===== src/rtl/otter_hazard_ctrl.sv =====
// otter_hazard_ctrl: load-use stall, redirect flush and memory-wait freeze sequencing for the 5-stage OTTER
module otter_hazard_ctrl #(
  parameter int MEM_TIMEOUT = 16,
  parameter int CNT_W = 32
) (
  input  logic             clk,
  input  logic             rst,
  input  logic [31:0]      id_instr,
  input  logic             id_valid,
  input  logic [4:0]       ex_rd,
  input  logic             ex_mem_read,
  input  logic             ex_valid,
  input  logic             ex_redirect,
  input  logic             mem_req,
  input  logic             mem_ack,
  output logic             pc_we,
  output logic             if_id_we,
  output logic             if_id_flush,
  output logic             id_ex_bubble,
  output logic             freeze,
  output logic             mem_err,
  output logic [CNT_W-1:0] stall_cnt,
  output logic [CNT_W-1:0] flush_cnt
);
  localparam int WW = $clog2(MEM_TIMEOUT + 1);
  typedef enum logic [1:0] {S_RUN, S_WAIT, S_ERR} state_t;
  state_t state, state_nxt;
  logic [WW-1:0] wait_cnt, wait_nxt;
  logic [6:0] op;
  logic use_rs1, use_rs2, load_use, frz;
  assign op = id_instr[6:0];
  assign use_rs2 = op == 7'b0110011 || op == 7'b0100011 || op == 7'b1100011;
  assign use_rs1 = use_rs2 || op == 7'b0010011 || op == 7'b0000011 || op == 7'b1100111;
  assign load_use = id_valid && ex_valid && ex_mem_read && ex_rd != 5'd0 &&
                    ((use_rs1 && id_instr[19:15] == ex_rd) || (use_rs2 && id_instr[24:20] == ex_rd));
  assign frz = state == S_ERR ? 1'b1 : state == S_WAIT ? ~mem_ack : mem_req & ~mem_ack;
  assign mem_err = state == S_ERR;
  always_ff @(posedge clk) begin
    if (rst) begin
      state <= S_RUN;
      wait_cnt <= '0;
      stall_cnt <= '0;
      flush_cnt <= '0;
    end else begin
      state <= state_nxt;
      wait_cnt <= wait_nxt;
      if ((frz || (!ex_redirect && load_use)) && stall_cnt != '1) stall_cnt <= stall_cnt + 1'b1;
      if (ex_redirect && !frz && flush_cnt != '1) flush_cnt <= flush_cnt + 1'b1;
    end
  end
  // MEM_REQ is deliberately ignored once waiting: the MEM stage holds it while frozen
  always_comb begin
    state_nxt = state;
    wait_nxt = wait_cnt;
    if (state == S_RUN) begin
      state_nxt = frz ? S_WAIT : S_RUN;
      wait_nxt = frz ? WW'(1) : '0;
    end else if (state == S_WAIT) begin
      state_nxt = mem_ack ? S_RUN : wait_cnt == WW'(MEM_TIMEOUT - 1) ? S_ERR : S_WAIT;
      wait_nxt = mem_ack ? '0 : wait_cnt == WW'(MEM_TIMEOUT - 1) ? wait_cnt : wait_cnt + 1'b1;
    end
  end
  always_comb begin
    pc_we = 1'b1;
    if_id_we = 1'b1;
    if_id_flush = 1'b0;
    id_ex_bubble = 1'b0;
    freeze = 1'b0;
    if (rst) begin
      pc_we = 1'b0;
      if_id_we = 1'b0;
      if_id_flush = 1'b1;
      id_ex_bubble = 1'b1;
    end else if (frz) begin
      pc_we = 1'b0;
      if_id_we = 1'b0;
      freeze = 1'b1;
    end else if (ex_redirect) begin
      if_id_flush = 1'b1;
      id_ex_bubble = 1'b1;
    end else if (load_use) begin
      pc_we = 1'b0;
      if_id_we = 1'b0;
      id_ex_bubble = 1'b1;
    end
  end
endmodule


===== config.mk =====
export PLATFORM = sky130hd
export DESIGN_NAME = otter_hazard_ctrl
export DESIGN_NICKNAME = d
export VERILOG_FILES = /design/src/rtl/otter_hazard_ctrl.sv
export SDC_FILE = /design/constraint.sdc
export NUM_CORES = 1
export LEC_CHECK = 0
export BUFFER_PORTS_ARGS = -buffer_cell sky130_fd_sc_hd__buf_2
export CAP_MARGIN = 20
export CORE_MARGIN = 8
export CORE_UTILIZATION = 52
export DETAILED_ROUTE_END_ITERATION = 8
export PLACE_DENSITY = 0.82
export SETUP_SLACK_MARGIN = 0.1
export SLEW_MARGIN = 20
export SYNTH_ARGS = -nofsm -noshare
export SYNTH_HDL_FRONTEND = slang
export SYNTH_SLANG_ARGS = --single-unit

===== constraint.sdc =====
create_clock -name clk -period 2.7 [get_ports clk]
set_clock_uncertainty 0.15 [all_clocks]
set_input_delay 0.405 -clock clk [delete_from_list [all_inputs] [get_ports clk]]
set_output_delay 0.405 -clock clk [all_outputs]
set_load 0.005 [all_outputs]

# After elaboration in Yosys (flattened, before gate mapping)
# Cells that the tools add are included.
# classes
shift	0
n_mul	0
n_mux	25
eq_ne	14
order_cmp	0
n_bitwise	2
add_sub_neg	3
n_reduce_logical	23
div_mod_pow	0
# op_table
op	count
32-bit by 1-bit adder with 32-bit output, second input constant	2
32-bit inequality test, second input constant	2
5-bit 2-to-1 mux	4
1-bit 2-to-1 mux	17
7-bit by 6-bit == test with 1-bit output, second input constant	2
7-bit == test, second input constant	2
5-bit == test	2
1-bit logical AND	10
2-bit 2-to-1 mux	4
7-bit by 2-bit == test with 1-bit output, second input constant	1
7-bit by 5-bit == test with 1-bit output, second input constant	1
1-bit logical OR	7
5-bit by 1-bit adder with 5-bit output, second input constant	1
5-bit by 4-bit == test with 1-bit output, second input constant	1
5-bit nonzero test	1
3-bit inequality test, second input constant	1
2-bit by 1-bit == test with 1-bit output, second input constant	1
2-bit == test, second input constant	1
1-bit logical NOT	2
2-bit logical NOT	1
2-bit AND reduction	1
2-bit nonzero test	1
1-bit AND	1
1-bit inverter	1
# word_totals
ram_bits	0
in_bits	45
latchBits	0
rom_bits	0
reg_bits	71
out_inout_bits	70
elab_cells	71
mem_count	0

# Logic depth before layout (Yosys ltp)
# Gate-level depths: netlist of the first run.
# logic_depth
ltp_word	13
mapped_depth	9
ltp_nobuf	8

# Least setup slack after synthesis of the first run
# Ideal clock, no wire load.
# synth_timing
path_type	in2reg
start	input port ex_rd[2]
end	register stall_cnt[12]
slack_ps	275
t_required_ps	2427
arrival_time_ps	2151
path_stages	8
n_path_buf	1
setup_ps	123
path_cell_list	xor2_1 a2111oi_4 nand4_2 a211oi_4 o21ai_4 buf_6 nor4_1 mux2_1
# synth_via
elab_chain_cells	7
elab_cells_between_ends	11
cone_classes	eq/ne (2); reduce/logical (9)
# synth_rtl
item	line	rtl
from (decl)	10	input logic [4:0] ex_rd,
5-bit == test	35	((use_rs1 && id_instr[19:15] == ex_rd) || (use_rs2 && id_instr[24:20] == ex_rd));
1-bit logical AND	35	
1-bit logical OR	35	
1-bit logical AND (*)	34	assign load_use = id_valid && ex_valid && ex_mem_read && ex_rd != 5'd0 &&
1-bit logical AND (*)	47	if ((frz || (!ex_redirect && load_use)) && stall_cnt != '1) stall_cnt <= stall_cnt + 1'b1;
1-bit logical OR (*)	47	
1-bit logical AND (*)	47	
to (signal assigned)	47	
to (decl)	22	output logic [CNT_W-1:0] stall_cnt,
# Mark *: on every way between the ends. The rest lies on a longest branch, timed or not.
# A chain may end at the register's enable or synchronous reset.

# Worst setup path in the final report of the first run
# layout_timing
start	input port ex_rd[2]
end	output port if_id_we
# layout_via
elab_chain_cells	8
elab_cells_between_ends	12
cone_classes	eq/ne (2); mux (4); reduce/logical (6)
# layout_rtl
item	line	rtl
5-bit == test	35	
1-bit logical AND	35	
1-bit logical OR	35	
1-bit logical AND (*)	34	
1-bit 2-to-1 mux (*)	81	end else if (load_use) begin
1-bit 2-to-1 mux (*)	78	end else if (ex_redirect) begin
1-bit 2-to-1 mux (*)	74	end else if (frz) begin
1-bit 2-to-1 mux (*)	69	if (rst) begin
to (decl)	17	output logic if_id_we,
# Marked as above.

==> results.md, run 1 <==
* Status: complete, no violations
* Vias per std cell at 5.56
* Total stage count of the critical path at 7
* DRC Markers at 0
* Worst skew pair latency at ~0.35 ns
* Clock network fraction of design power at 0.465
* Syn_area_per_cell at 8.62 um^2
* Seq pwr share at 0.467
* Die area at roughly 10000 um^2
* Die width at 101 um
* Worst Setup Slack, final at between 0.2 and 0.25 ns
* # setup viols final at 0
* Worst path max stage delay at about 0.39 ns
* Ys async rst share at 0
* WP buf/inv at 2
* CP delay by family, top: compound AO/OA/AOI/OAI gates
* P_sw at a little over 0.0005 W
* CTS tree: yes
* Max_cap viols at 0
* Top post-synthesis cells by count: dfxtp_1, nor2_1, a21oi_1, xor2_1, nand2_1
* CTS Root Cell: clkbuf_8
* Final critical-path required period at between 2 and 2.5 ns
* CP max FO at 4
* Drt total wl at 9680 um
* Cts hold-fix bufs at 0
* Global Route Usage Sum at 0.193
* WHS Path Cells at 4
* TritonRoute pass-1 iters at 4
* Crit path DAT at about 1.9 ns
* Vias at about 3600
* Ys Warns at 0
* Crit path kind: input pin to output port
* Fin Hold WS at 0.248 ns
* Period utilization at 0.911
* Design Area, Final at approximately 4700 um^2
* HPWL Detailed at a little over 7000 um
* Total core area at approximately 7100 um^2
* Post-DP Area at ~4500 um^2
* LEAKAGE at approximately 2 nW
* Sinks on Clock Net at 71
* Wire per inst at about 15 um
* Area grow syn2layout at 24.5%
* Sequential area share after synthesis at 0.376
* Crit path top cell by count: buf_2
* Worst slew margin at 0.600
* Worst slew pin tran at 0.597 ns
* R2R depth at 8
* H-tree levels at 3
* Internal power at ~0.0018 W
* N_diodes at 0
* Count leader, synth: dfxtp_1
* Crit-path cells: buf_2, xor2_1, a2111oi_4, nand4_2, a211oi_4, nor3_1, buf_2
* EDFF count, synth at 0
* Post-CTS sizing at 0
* Pins Over Slew Limit at 0
* Startpoint types: input pin
* Max VDD drop at between 200 and 300 uV
* Worst Hold Class: input pin to flip-flop
* Largest area contributor in the netlist: dfxtp_1
* Sw frac at 0.224
* Post-synthesis cell type count at 51
* Pwr/cell area at roughly 480 nW/um^2
* Bufs on Longest Clock Path at 2
* Synth top area share at 0.376
* Syn_nets at roughly 500
* Hold Violations, Final at 0
* Setup crit end kind: output port
* Largest net degree at the start of global routing at 63
* CP max stage cell: a211oi_4
* CTS clk-pin slew, worst paths at roughly 0.070 ns
* First-pass GRT wire length at 16200 um
* Layout Nets at 600
* Vias in the first global route at 3614
* Setup bufs post-CTS at 0
* Ports at 115
* Yosys reg bits at roughly 70
* Post-synthesis instance total at 439
* Initial core utilization at 0.530
* Synth Cell Area at roughly 3800 um^2
* Die height at 101 um
* Total power at ~0.0023 W
* DRT iter0 DRCs at 76
* Combinational share of power at 0.068
* Unrepaired setup endpoints after global routing: no
* RePlAce Congestion at between 0.8 and 0.9
* GRT Residual Overflow at 0
* Number of buffers created by CTS at 9
* Site Rows at 31
* Filler cells at between 600 and 700
* Layout cells sized above 1 at 0.295
* Top FF cell, synth: dfxtp_1
* Quantity of I/O buffers inserted on ports at 99
* Post-place setup slack at -0.100 ns
* Max Clock Freq at around 410 MHz
* Synth top area cells: dfxtp_1, xor2_1, nor2_1, a21oi_1, nand4_1
* Critical Path RT at approximately 2.1 ns
* Initial antenna violation count at 0
* Post-route ant nets at 0
## tightest hold or removal path, delay by kind of cell
family	cells	cell delay (ns)
simple gates	2	0.11
compound gates	1	0.06
buf+inv	1	0.12
## cell families (layout without fill, tap and decap cells)
kind of cell | after synthesis | count (layout) | share of synthesized area
flip-flops | 71 | 71 | 0.376
AND/OR/NAND/NOR | 215 | 215 | 0.322
buffers and inverters | 28 | 145 | 0.0410
AO/OA/AOI/OAI | 72 | 72 | 0.128
adder cells (fa/ha/maj) | 4 | 4 | 0.0132
multiplexers | 10 | 10 | 0.0294
XOR/XNOR | 39 | 39 | 0.0903
## power groups by stage
stage	clock network [W]	registers, W	logic, W
CTS	0.00108	0.00106	0.000156
detailed placement	0	0.00108	0.000155
finish	0.00105	0.00106	0.000154
global route	0.00112	0.00106	0.000171
global placement	0	0.00108	0.000150
floorplan	0	0.00109	0.0000866
## worst paths after layout
kind                startpoint             to  slack [ns]
hold reg to reg    wait_cnt[3]    wait_cnt[3]        0.35
hold / removal         mem_ack       state[0]        0.25
setup reg to reg  flush_cnt[2]  flush_cnt[16]        0.25
setup / recovery      ex_rd[2]       if_id_we        0.24
## flip-flops by register name, indices dropped and copies added (netlist names)
register,cells
flush_cnt,32
stall_cnt,32
wait_cnt,5
state,2
## layout make-up
cell class	instances	area, um^2	area share
multi-input combinational	340	2220	0.470
sequential	71	1420	0.302
timing repair buffer	118	663	0.141
clock buffer	11	141	0.0300
tap	99	124	0.0263
clock inverter	5	104	0.0220
inverter	11	41.3	0.00876
## layout by cell type, fill, tap and decap left out, types with 2 or more instances in the layout
master,instances
buf_2,99
dfxtp_1,70
nor2_1,58
a21oi_1,31
xor2_1,27
nand2_1,24
nand4_1,20
o21ai_0,19
nand3_1,19
buf_4,17
or3_1,16
nor2b_1,14
xnor2_1,12
and3_1,11
inv_1,11
or4_1,10
clkbuf_8,10
nor3_1,9
and4_1,8
mux2_2,8
o31ai_1,7
nor4_1,5
nand4_2,4
ha_1,4
and3_2,3
bufinv_16,3
o21bai_1,2
a2111oi_4,2
or4b_4,2
nand2b_1,2
o211ai_1,2
buf_12,2
## per-stage QoR
stage / util / setup TNS [ns] / instances
floorplan: - / 0 / 439
global placement: 0.624 / -0.0317 / 639
detailed placement: 0.624 / -0.638 / 639
CTS: 0.659 / 0 / 655
global route: 0.660 / 0 / 655
finish: 0.660 / 0 / 655
## metal layers
| metal | part of all wire | wire length [um] | vias to the layer above | GRT usage |
|---|---|---|---|---|
| met4 | 0.019 | 180 | 0 | 0.0710 |
| met5 | 0 | 0 | - | 0 |
| met3 | 0.073 | 711 | 17 | 0.0763 |
| met1 | 0.44 | 4250 | 1699 | 0.224 |
| met2 | 0.47 | 4540 | 111 | 0.314 |
| li1 | - | - | 1816 | - |
Power figures use the tool's default switching activity.
==> run 2: changes to the inputs <==
--- a/config.mk
+++ b/config.mk
@@ -8,9 +8,9 @@
 export BUFFER_PORTS_ARGS = -buffer_cell sky130_fd_sc_hd__buf_2
 export CAP_MARGIN = 20
 export CORE_MARGIN = 8
-export CORE_UTILIZATION = 52
+export CORE_UTILIZATION = 56
 export DETAILED_ROUTE_END_ITERATION = 8
-export PLACE_DENSITY = 0.82
+export PLACE_DENSITY = 0.87
 export SETUP_SLACK_MARGIN = 0.1
 export SLEW_MARGIN = 20
 export SYNTH_ARGS = -nofsm -noshare
==> constraint.sdc (replaced) <==
create_clock -name clk -period 3.2 [get_ports clk]
set_clock_uncertainty 0.15 [all_clocks]
set_input_delay 0 -clock clk [delete_from_list [all_inputs] [get_ports clk]]
set_output_delay 0 -clock clk [all_outputs]
set_load 0.005 [all_outputs]
==> run 2 against run 1 <==
Critical path depth did not move; power decreased by 24%; register-to-register slack better by 0.24 ns; utilization grew 1.5 points; sequential power is 15% lower; worst hold slack lost 0.23 ns; cell count fell by 5.0%; combinational power fell by 25%; setup slack improved by 0.25 ns; global-route usage grew 0.19 points; non-clock buffer count is 13 lower; critical path type is now flip-flop to flip-flop; largest cell class unchanged; highest routed layer unchanged.
==> results.md, run 2 (synthesis results as in run 1) <==
* Status: complete, no violations
* Sinks on Clock Net at 71 (unchanged)
* Commonest non-fill, non-tap cell in the layout: buf_2
* Post-route ant nets at 0 (unchanged)
* TritonRoute pass-1 iters at 4 (unchanged)
* CP max FO at 21 (+17)
* Wire per inst at 14.9 um (+0.71%)
* Setup crit start: stall_cnt[6]
* Critical Path RT at 3.28 ns (+1.14 ns)
* CTS clk-pin slew, worst paths at 0.08 ns (about the same)
* # setup viols final at 0 (unchanged)
* CTS tree: yes
* H-tree levels at 3 (unchanged)
* CP max stage cell: nor4_4
* Worst Hold Class: input pin to flip-flop
* CP delay by family, top: simple AND/OR/NAND/NOR gates
* Filler cells at 559 (-8.7%)
* P_sw at 0.000410 W (-19%)
* Ports at 115 (unchanged)
* CTS Root Cell: clkbuf_8
* Combinational share of power at 0.068 (about the same)
* Worst hold start: mem_req
* GRT Residual Overflow at 0 (unchanged)
* Pwr/cell area at 382 nW/um^2 (-21%)
* Total core area at 6680 um^2 (-6.4%)
* Largest net degree at the start of global routing at 39 (-38%)
* Layout cells sized above 1 at 0.268 (-0.0274)
* Die area at 9640 um^2 (-6.0%)
* Setup bufs post-CTS at 0 (unchanged)
* Crit-path cells: nand4_2, nor4_4, nand4_2, and4_1, o21ai_2, nor3_1, mux2_2
* HPWL Detailed at 6930 um (-3.2%)
* DRT iter0 DRCs at 113 (+49%)
* Period utilization at 0.846
* Most frequent cells in the layout: buf_2, dfxtp_1, nor2_1
* Final cell count without fillers at 622 (-5.0%)
* Initial antenna violation count at 0 (unchanged)
* Vias per std cell at 5.78 (+4.0%)
* Crit path top cell by count: nand4_2
* Final critical-path required period at 2.71 ns
* Bufs on Longest Clock Path at 2 (unchanged)
* Die width at 98.2 um (-3.1%)
* Internal power at 0.00131 W (-25%)
* Drt total wl at 9260 um (-4.4%)
* Worst path max stage delay at 0.54 ns (+0.15 ns)
* First-pass GRT wire length at 16100 um (-0.89%)
* Die height at 98.2 um (-3.1%)
* Global Route Usage Sum at 0.195 (+0.00187)
* Seq pwr share at 0.520 (+0.053)
* Setup TNS at 0 ns (unchanged)
* Placed instance count at 605 (-5.3%)
* Vias in the first global route at 3564 (-1.4%)
* Worst skew pair latency at 0.34 ns (about the same)
* Worst r2r src: stall_cnt[6]
* Unrepaired setup endpoints after global routing: no
* Crit path DAT at 2.79 ns (+0.88 ns)
* Site Rows at 30 (-3.2%)
* Layout Nets at 587 (-2.2%)
* Worst slew margin at 0.471 (-0.129)
* Largest registers: flush_cnt x32, stall_cnt x32, wait_cnt x5
* Number of buffers created by CTS at 9 (unchanged)
* Total power at 0.00172 W (-24%)
* Setup crit end kind: flip-flop
* Post-place setup slack at 0.509 ns (+0.609 ns)
* Post-CTS sizing at 0 (unchanged)
* Crit path kind: flip-flop to flip-flop
* Worst slew pin tran at 0.793 ns (+0.196 ns)
* RePlAce Congestion at 0.793 (-3.7%)
* Max_cap viols at 0 (unchanged)
* N_diodes at 0 (unchanged)
* Vias at 3597 (-1.3%)
* Max Clock Freq at between 300 and 400 MHz
* Clock network fraction of design power at 0.412 (-0.053)
* Area grow syn2layout at 19.2%
* Pins Over Slew Limit at 0 (unchanged)
* Worst Setup Slack, final at 0.492 ns (+0.252 ns)
* WP buf/inv at 0 (-2)
* LEAKAGE at 1.89 nW (-5.5%)
* Sw frac at 0.238 (+0.0137)
* DRC Markers at 0 (unchanged)
* Max VDD drop at 204 uV (-30%)
* Hold Violations, Final at 0 (unchanged)
* Startpoint types: flip-flop
* Initial core utilization at 0.566 (+0.0361)
* Quantity of I/O buffers inserted on ports at 99 (unchanged)
==> run 2: cell types whose count changed in the layout (fill, tap and decap cells not counted), sizes merged <==
cell,previous run,this run
buf,118,103
bufinv,3,1
clkinvlp,0,2
dlygate4sd3,0,2
clkbuf,11,10
clkinv,1,2
inv,12,11
==> run 2: through the flow <==
stage / hold slack, ns / utilization / cell area, um^2
floorplan: 0.0225 / - / 3780
global placement: 0.186 / 0.643 / 4300
detailed placement: 0.186 / 0.643 / 4300
CTS: 0.00832 / 0.675 / 4510
global route: 0.0475 / 0.675 / 4510
finish: 0.0130 / 0.675 / 4510
==> run 2: worst paths after layout <==
check,to,slack [ns],cells past startpoint
worst max-delay path,stall_cnt[13],0.49,7
worst min-delay path,wait_cnt[0],0.01,4
worst max register to register,stall_cnt[13],0.49,7
worst min register to register,stall_cnt[26],0.35,2
==> run 2: what timing repair did <==
item                                    CTS  global route
hold endpoints to repair                  2             0
hold buffers                              2             0
endpoints found under the setup margin    0             0
==> run 2: area by class of cell <==
type	count	area, um^2	share of cell area
clock inverter	5	58.8	0.0130
sequential	71	1420	0.315
multi-input combinational	340	2210	0.489
inverter	11	41.3	0.00915
tap	80	100	0.0222
clock buffer	10	138	0.0305
timing repair buffer	105	546	0.121
==> run 2: power groups by stage <==
stage / Clock (W) / Sequential [W] / Combinational (W)
global placement: 0 / 0.000917 / 0.000112
floorplan: 0 / 0.000917 / 0.0000731
finish: 0.000711 / 0.000897 / 0.000116
detailed placement: 0 / 0.000918 / 0.000115
global route: 0.000767 / 0.000898 / 0.000130
CTS: 0.000725 / 0.000897 / 0.000117
==> run 2: metal layers <==
layer / vias to the layer above / GRT usage / part of all wire
li1: 1793 / - / -
met1: 1695 / 0.232 / 0.44
met2: 95 / 0.326 / 0.49
met3: 14 / 0.0498 / 0.057
met4: 0 / 0.0779 / 0.012
met5: - / 0 / 0
==> run 2: worst min-delay path: stages <==
cell and delay [ns]:
buf_2 0.11, nor2b_1 0.13, o21ai_0 0.15, a21oi_1 0.06
